File: src/rtl/mainfsm.sv
// rtl/mainfsm.sv - multicycle main control FSM for the 32-bit MIPS-subset core
//
// Sequences fetch, decode, execute, memory and writeback for lw, sw, R-type,
// beq, addi and j by driving datapath enables, mux selects and aluop.
//
// Ports:
//   clk        in   rising-edge system clock
//   reset      in   synchronous, active-high; forces every output to 0
//   op[5:0]    in   opcode, instr[31:26]; sampled only in DECODE and MEMADR
//   pcwrite    out  unconditional PC write enable
//   branch     out  conditional PC write (ANDed with zero in the datapath)
//   iord       out  memory address mux: 0 = PC, 1 = ALUOut
//   memwrite   out  data memory write enable
//   irwrite    out  instruction register load
//   memtoreg   out  writeback mux: 0 = ALUOut, 1 = Data
//   regdst     out  destination register: 0 = rt, 1 = rd
//   regwrite   out  register file write enable
//   alusrca    out  ALU A mux: 0 = PC, 1 = A
//   alusrcb    out  ALU B mux: 00 B, 01 const 4, 10 SignImm, 11 SignImm<<2
//   pcsrc      out  PC mux: 00 ALUResult, 01 ALUOut, 10 jump target
//   aluop      out  to aludec: 00 add, 01 subtract, 10 decode funct
//   illegal    out  high during a DECODE cycle that sees an unsupported op
//   state      out  current state encoding (debug)
//
// ILLEGAL_TRAP: 0 = unknown opcode acts as a nop, 1 = park in HALT until reset.

module mainfsm #(
  parameter bit ILLEGAL_TRAP = 1'b0
) (
  input  logic       clk,
  input  logic       reset,
  input  logic [5:0] op,
  output logic       pcwrite,
  output logic       branch,
  output logic       iord,
  output logic       memwrite,
  output logic       irwrite,
  output logic       memtoreg,
  output logic       regdst,
  output logic       regwrite,
  output logic       alusrca,
  output logic [1:0] alusrcb,
  output logic [1:0] pcsrc,
  output logic [1:0] aluop,
  output logic       illegal,
  output logic [3:0] state
);

  typedef enum logic [3:0] {
    S_FETCH   = 4'd0,
    S_DECODE  = 4'd1,
    S_MEMADR  = 4'd2,
    S_MEMRD   = 4'd3,
    S_MEMWB   = 4'd4,
    S_MEMWR   = 4'd5,
    S_EXECUTE = 4'd6,
    S_ALUWB   = 4'd7,
    S_BRANCH  = 4'd8,
    S_ADDIEX  = 4'd9,
    S_ADDIWB  = 4'd10,
    S_JUMP    = 4'd11,
    S_HALT    = 4'd12
  } state_t;

  localparam logic [5:0] OP_RTYPE = 6'b000000;
  localparam logic [5:0] OP_J     = 6'b000010;
  localparam logic [5:0] OP_BEQ   = 6'b000100;
  localparam logic [5:0] OP_ADDI  = 6'b001000;
  localparam logic [5:0] OP_LW    = 6'b100011;
  localparam logic [5:0] OP_SW    = 6'b101011;

  state_t state_q;
  state_t state_d;
  logic   op_known;

  always_comb begin
    op_known = 1'b0;
    case (op)
      OP_RTYPE, OP_J, OP_BEQ, OP_ADDI, OP_LW, OP_SW: op_known = 1'b1;
      default:                                      op_known = 1'b0;
    endcase
  end

  always_ff @(posedge clk) begin
    if (reset) begin
      state_q <= S_FETCH;
    end else begin
      state_q <= state_d;
    end
  end

  always_comb begin
    state_d = S_FETCH;
    case (state_q)
      S_FETCH:  state_d = S_DECODE;
      S_DECODE: begin
        case (op)
          OP_LW, OP_SW: state_d = S_MEMADR;
          OP_RTYPE:     state_d = S_EXECUTE;
          OP_BEQ:       state_d = S_BRANCH;
          OP_ADDI:      state_d = S_ADDIEX;
          OP_J:         state_d = S_JUMP;
          default: begin
            if (ILLEGAL_TRAP) begin
              state_d = S_HALT;
            end else begin
              state_d = S_FETCH;
            end
          end
        endcase
      end
      S_MEMADR: begin
        if (op == OP_LW) begin
          state_d = S_MEMRD;
        end else begin
          state_d = S_MEMWR;
        end
      end
      S_MEMRD:   state_d = S_MEMWB;
      S_EXECUTE: state_d = S_ALUWB;
      S_ADDIEX:  state_d = S_ADDIWB;
      S_MEMWB, S_MEMWR, S_ALUWB, S_ADDIWB, S_BRANCH, S_JUMP: state_d = S_FETCH;
      S_HALT:    state_d = S_HALT;
      // 13-15 are never entered normally; recover to FETCH.
      default:   state_d = S_FETCH;
    endcase
  end

  // Outputs decode from the registered state only (illegal also looks at op).
  // Holding reset gates everything to 0 so no enable leaks out while the
  // state register is still carrying an abandoned instruction.
  always_comb begin
    pcwrite  = 1'b0;
    branch   = 1'b0;
    iord     = 1'b0;
    memwrite = 1'b0;
    irwrite  = 1'b0;
    memtoreg = 1'b0;
    regdst   = 1'b0;
    regwrite = 1'b0;
    alusrca  = 1'b0;
    alusrcb  = 2'b00;
    pcsrc    = 2'b00;
    aluop    = 2'b00;
    illegal  = 1'b0;
    state    = 4'd0;
    if (!reset) begin
      state = state_q;
      case (state_q)
        S_FETCH: begin
          alusrcb = 2'b01;
          irwrite = 1'b1;
          pcwrite = 1'b1;
        end
        S_DECODE: begin
          // Branch target PC+4 + (SignImm<<2) is precomputed into ALUOut.
          alusrcb = 2'b11;
          illegal = ~op_known;
        end
        S_MEMADR: begin
          alusrca = 1'b1;
          alusrcb = 2'b10;
        end
        S_MEMRD: begin
          iord = 1'b1;
        end
        S_MEMWB: begin
          memtoreg = 1'b1;
          regwrite = 1'b1;
        end
        S_MEMWR: begin
          iord     = 1'b1;
          memwrite = 1'b1;
        end
        S_EXECUTE: begin
          alusrca = 1'b1;
          aluop   = 2'b10;
        end
        S_ALUWB: begin
          regdst   = 1'b1;
          regwrite = 1'b1;
        end
        S_BRANCH: begin
          alusrca = 1'b1;
          aluop   = 2'b01;
          pcsrc   = 2'b01;
          branch  = 1'b1;
        end
        S_ADDIEX: begin
          alusrca = 1'b1;
          alusrcb = 2'b10;
        end
        S_ADDIWB: begin
          regwrite = 1'b1;
        end
        S_JUMP: begin
          pcsrc   = 2'b10;
          pcwrite = 1'b1;
        end
        default: begin
          // HALT and unused encodings drive nothing.
        end
      endcase
    end
  end

endmodule

File: config.mk
export PLATFORM = sky130hd
export DESIGN_NAME = mainfsm
export DESIGN_NICKNAME = d
export VERILOG_FILES = /design/src/rtl/mainfsm.sv
export SDC_FILE = /design/constraint.sdc
export NUM_CORES = 1
export LEC_CHECK = 0
export ABC_CLOCK_PERIOD_IN_PS = 2330
export CORE_MARGIN = 1
export CORE_UTILIZATION = 42
export CTS_BUF_LIST = sky130_fd_sc_hd__clkbuf_8 sky130_fd_sc_hd__clkbuf_16
export CTS_CLUSTER_SIZE = 10
export DETAILED_ROUTE_END_ITERATION = 10
export GPL_TIMING_DRIVEN = 0
export PLACE_DENSITY_LB_ADDON = 0.15
export SYNTH_ARGS = -nofsm -noshare
export SYNTH_HDL_FRONTEND = slang
export SYNTH_SLANG_ARGS = --single-unit
File: constraint.sdc
create_clock -name clk -period 2.33 [get_ports clk]
set_input_delay 0.3495 -clock clk [delete_from_list [all_inputs] [get_ports clk]]
set_output_delay 0.3495 -clock clk [all_outputs]
set_load 0.01 [all_outputs]
==> results of run 1 <==
==> cells by family after synthesis <==
kind of cell,Yosys count,share of synthesized area (%)
simple gates,48,46.9
compound gates,20,25.5
buf+inv,11,8.95
flops,4,14.0
xor+xnor,3,4.59
==> worst paths after layout <==
| path | startpoint | endpoint | depth (start not counted) | slack, ns |
|---|---|---|---|---|
| worst min register to register | state_q[0] | state_q[1] | 3 | 0.71 |
| worst min-delay path | state_q[0] | state_q[1] | 3 | 0.71 |
| worst max-delay path | state_q[1] | alusrcb[1] | 4 | 0.07 |
| worst max register to register | state_q[1] | state_q[1] | 4 | 0.89 |
==> layer usage <==
metal / track usage [%] / wire [um] / share of wire [%]
met3: 1.73 / 86 / 4.5
met1: 33.4 / 868 / 45
met5: 0 / 0 / 0
met4: 12.9 / 0 / 0
met2: 50.4 / 968 / 50
==> cell usage in the layout (no fill, tap or decap), types with 2 or more instances in the layout <==
master           instances
clkdlybuf4s50_1         21
o21ai_0                  4
inv_1                    2
buf_2                    3
a21oi_1                  2
nand2b_1                 4
nor2_1                   7
o2111ai_1                2
nand3_1                  4
nor3_1                   7
nor2b_1                 10
dlygate4sd2_1            5
clkbuf_2                 2
nor3_2                   2
a31oi_1                  2
clkbuf_8                 3
xor2_1                   3
buf_4                    2
or3_1                    3
nand2_1                  3
o21bai_1                 2
dfxtp_1                  4
a211oi_1                 2
==> worst max-delay path: cells and delay by family, from the launching register on <==
family / cells / cell delay (ns)
compound gates: 1 / 0.26
buf+inv: 2 / 0.73
flops: 1 / 0.30
simple gates: 1 / 0.40
==> area by class of cell <==
cell class                      count  area, sq um
Multi-Input combinational cell     71          458
Inverter                            2         7.51
Fill cell                          97          264
Buffer                              8         51.3
Sequential cell                     4         80.1
Tap cell                           14         17.5
Clock buffer                        3         41.3
Timing Repair Buffer               27          267
==> timing repair <==
| action | in CTS | in global routing |
|---|---|---|
| hold buffers | 0 | 0 |
| pin swaps | 1 | 0 |
| resized for setup | 10 | 11 |
| setup endpoints to repair | 9 | 8 |
==> power breakdown <==
group | switching (mW) | internal [mW]
registers | 0.00148 | 0.0712
clock network | 0.0348 | 0.110
logic | 0.0493 | 0.0442
==> metrics by stage <==
stage	TNS, ns	total power [mW]	cell area [sq um]
detailed placement	-0.578	0.164	861
CTS	-0.00228	0.310	908
finish	0	0.311	922
floorplan	0	0.120	573
global placement	-0.322	0.161	861
global route	0	0.325	922
==> flow_summary.ini, run 1 <==
[synth]
synth.cells.most_frequent = nor2b_1, nor3_1, nor2_1, clkbuf_1
yosys_most_used_dff = dfxtp_1
syn_nets = 94
seq_area_frac_synth_pct = 14.0
synth_top_area_share_pct = 14.0
synth_edf_count = 0
yosys.cell_count.top_type = nor2b_1
yosysWarnings = 0
syn_area_sq_um = 573
syn_inst = 86
synth.avg_cell_area_sq_um = 6.66
yosys.area.top_type = dfxtp_1
synthArstFlopShare_pct = 0
synth.top_cells.by_area = dfxtp_1, nor2b_1, nor3_1
synth.distinct_cells = 32
synth_seq_cells = 4

[sta]
fin_crit_ns = 2.26
maxSlewViolCount = 0
skew_ns = 0.000644
layout_worst_path_cycle_share_pct = 97.0
whs_ns = 0.710
setup_viol = 0
fmaxAchievable_ghz = 0.442
slew_headroom_pct = 80.6
rsz0062_at_grt = false
setup_ws_ns = 0.0688
hold_violations = 0
worst_pin_slew_ns = 0.288

[critical_path]
cpPeakStageDelay_ns = 0.58
critical_path_class = register to primary output
startpoint_type = register
end_kind = primary output
path_cells = buf_4, or3b_1, a211oi_1, clkdlybuf4s50_1
cp_slowest_cell = clkdlybuf4s50_1
required_ns = 1.98
critPathMaxFanout = 9
arrival_ns = 1.91

[cts]
cts_max_level = 1
cts-root-buf = clkbuf_8
clockBufferDepth = 2
cts_made_buffers = 3
cts.sinks = 4
clk_pin_slew_ns = 0.03
post_cts_buffers = 0
clock_latency_ns = 0.21
cts_tree = yes

[final_layout]
area_growth_pct = 60.9
nets = 125
regMostFlops = state_q
num_antenna_cells = 0
post-route-util_pct = 77.7
reg_top3 = state_q: 4 flops
final_cells = 129
largest_register_ffs = 4
drive_above_1_share_pct = 14.8

[power]
power_density_nw_per_um2 = 337
leakagePower_nw = 0.351
irDropWorstVdd_mv = 0.202

[place]
portBuffers = 27
dpl_worst_slack_ns = -0.260
dp.cells = 127
detailed_place_hpwl_mm = 1.38
gp_congestion = 0.821

[route]
via_per_inst = 5.69
vias = 734
dr.pass1.iters = 4
ant_nets = 0
wl_per_cell_um = 14.9
drtIter0Drc = 15
wl_mm = 1.92
drc = 0

[global_routing]
grt_pass1_wl_mm = 2.95
grt_overflow = 0
grt_start_max_net_pins = 11
first_global_vias = 698
antenna_found_initial = 0
grtUsageTotal_pct = 28.2

[outcome]
status = complete, no violations

[floorplanning]
rows = 12
dieWidth_um = 38.9
die_y_um = 38.9
ios = 28
dieArea_sq_um = 1520
core-area_sq_um = 1190
start_util_pct = 48.3

[min_path]
hp-class = register to register

[flow_run]
maxCapViolCount = 0
No activity file was read; power rests on OpenSTA's default activity.
==> run 2: changes to the inputs <==
--- a/config.mk
+++ b/config.mk
@@ -12,6 +12,7 @@
 export CTS_CLUSTER_SIZE = 10
 export DETAILED_ROUTE_END_ITERATION = 10
 export GPL_TIMING_DRIVEN = 0
+export MAX_ROUTING_LAYER = met4
 export PLACE_DENSITY_LB_ADDON = 0.15
 export SYNTH_ARGS = -nofsm -noshare
 export SYNTH_HDL_FRONTEND = slang
==> run 2 against run 1 <==
  * Wire length hardly changed
  * Utilization stayed put
  * Count of clock-buffer cells in the layout stayed put
  * Via count is 1.1% lower
  * Cell area stayed put
==> flow_summary.ini, run 2 (synthesis gave the netlist of run 1 again) <==
[cts]
cts-root-buf = clkbuf_8
cts_tree = yes
clock_latency_ns = 0.21
cts_max_level = 1
ctsHoldBuffers = 0
cts.sinks = 4
cts_made_buffers = 3
clk_pin_slew_ns = 0.03
clockBufferDepth = 2

[route]
met2_length_um = 959
ant_nets = 0
wl_met3_um = 82
via_per_inst = 5.63
met1_length_um = 880
highest_layer = met3
dr.pass1.iters = 4
drtIter0Drc = 18
vias = 726
wl_per_cell_um = 14.9
wl_mm = 1.92
drc = 0

[floorplanning]
ios = 28
start_util_pct = 48.3
dieWidth_um = 38.9
rows = 12
dieArea_sq_um = 1520
die_y_um = 38.9
core-area_sq_um = 1190

[final_layout]
drive_above_1_share_pct = 14.8
num_antenna_cells = 0
layout_commonest_cell = clkdlybuf4s50_1
nets = 125
area_growth_pct = 60.9
largest_register_ffs = 4
regMostFlops = state_q
final_cell_mix = clkdlybuf4s50_1, nor2b_1, nor3_1, nor2_1, dlygate4sd2_1
reg_top3 = state_q: 4 flops

[global_routing]
grt_overflow = 0
grt_start_max_net_pins = 11
grtUsageTotal_pct = 29.0
grt_pass1_wl_mm = 2.97
antenna_found_initial = 0
first_global_vias = 697

[sta]
setup_viol = 0
slew_headroom_pct = 80.6
setup_ws_ns = 0.0688
layout_worst_path_cycle_share_pct = 97.0
setup-tns-final_ns = 0
fin_crit_ns = 2.26
maxSlewViolCount = 0
worst_pin_slew_ns = 0.288
hold_violations = 0
rsz0062_at_grt = false
skew_ns = 0.000638
fmaxAchievable_ghz = 0.442

[flow_run]
maxCapViolCount = 0

[power]
leakagePower_nw = 0.351
power_density_nw_per_um2 = 337
irDropWorstVdd_mv = 0.201

[critical_path]
critPathMaxFanout = 9
startpoint_type = register
critical_path_class = register to primary output
required_ns = 1.98
arrival_ns = 1.91
end_kind = primary output

[outcome]
status = complete, no violations

[place]
dpl_worst_slack_ns = -0.260
gp_congestion = 0.833
detailed_place_hpwl_mm = 1.38
portBuffers = 27

[min_path]
hp-class = register to register
==> run 2: cell counts in the layout (fill, tap and decap cells not counted) <==
Identical to the previous run, type by type.
==> run 2: final timing paths <==
check,startpoint,end,slack [ns],cells past startpoint
max,state_q[1],alusrcb[1],0.07,4
min,state_q[0],state_q[1],0.71,3
max reg2reg,state_q[1],state_q[1],0.89,4
min reg2reg,state_q[0],state_q[1],0.71,3
==> run 2: timing repair <==
action,CTS,global route
endpoints found under the setup margin,9,8
gates resized for setup,10,11
pin swaps,1,0
setup buffers,0,0
==> run 2: metrics by stage <==
stage               instances  hold slack (ns)  utilization [%]  cell area (sq um)  total power, mW
detailed placement        127            0.682             72.6                861            0.164
CTS                       129            0.705             76.6                908            0.310
global placement          127            0.701             72.6                861            0.161
floorplan                  86            0.567                -                573            0.120
finish                    129            0.710             77.7                922            0.311
global route              129            0.757             77.7                922            0.326
==> run 2: area by class of cell <==
| class | count | area, sq um |
|---|---|---|
| sequential | 4 | 80.1 |
| timing repair buffer | 27 | 267 |
| fill | 97 | 264 |
| clock buffer | 3 | 41.3 |
| tap | 14 | 17.5 |
| multi-input combinational | 71 | 458 |
| buffer | 8 | 51.3 |
| inverter | 2 | 7.51 |
==> run 2: report_power, final <==
group          internal [mW]  leakage, nW  switching [mW]
clock network          0.110       0.0216          0.0348
registers             0.0712       0.0326         0.00148
logic                 0.0442        0.296          0.0492
total                  0.226        0.351          0.0855
==> run 2: worst max-delay path, cell delays in order, from the launching register on <==
cell and delay (ns):
dfxtp_1 0.30, buf_4 0.15, or3b_1 0.40, a211oi_1 0.26
clkdlybuf4s50_1 0.58
==> run 2: per-layer routing <==
| metal | vias to the layer above | GRT usage, % |
|---|---|---|
| met5 | - | - |
| met4 | 0 | 12.9 |
| met3 | 0 | 0.578 |
| met2 | 23 | 50.4 |
| met1 | 328 | 34.5 |
| li1 | 375 | - |
==> run 3: changes to the inputs <==
--- a/config.mk
+++ b/config.mk
@@ -12,6 +12,7 @@
 export CTS_CLUSTER_SIZE = 10
 export DETAILED_ROUTE_END_ITERATION = 10
 export GPL_TIMING_DRIVEN = 0
+export HOLD_SLACK_MARGIN = 0.02
 export MAX_ROUTING_LAYER = met4
 export PLACE_DENSITY_LB_ADDON = 0.15
 export SYNTH_ARGS = -nofsm -noshare
==> results of run 3 <==
No change in the layout: final DEF, timing and power equal those of run 2.
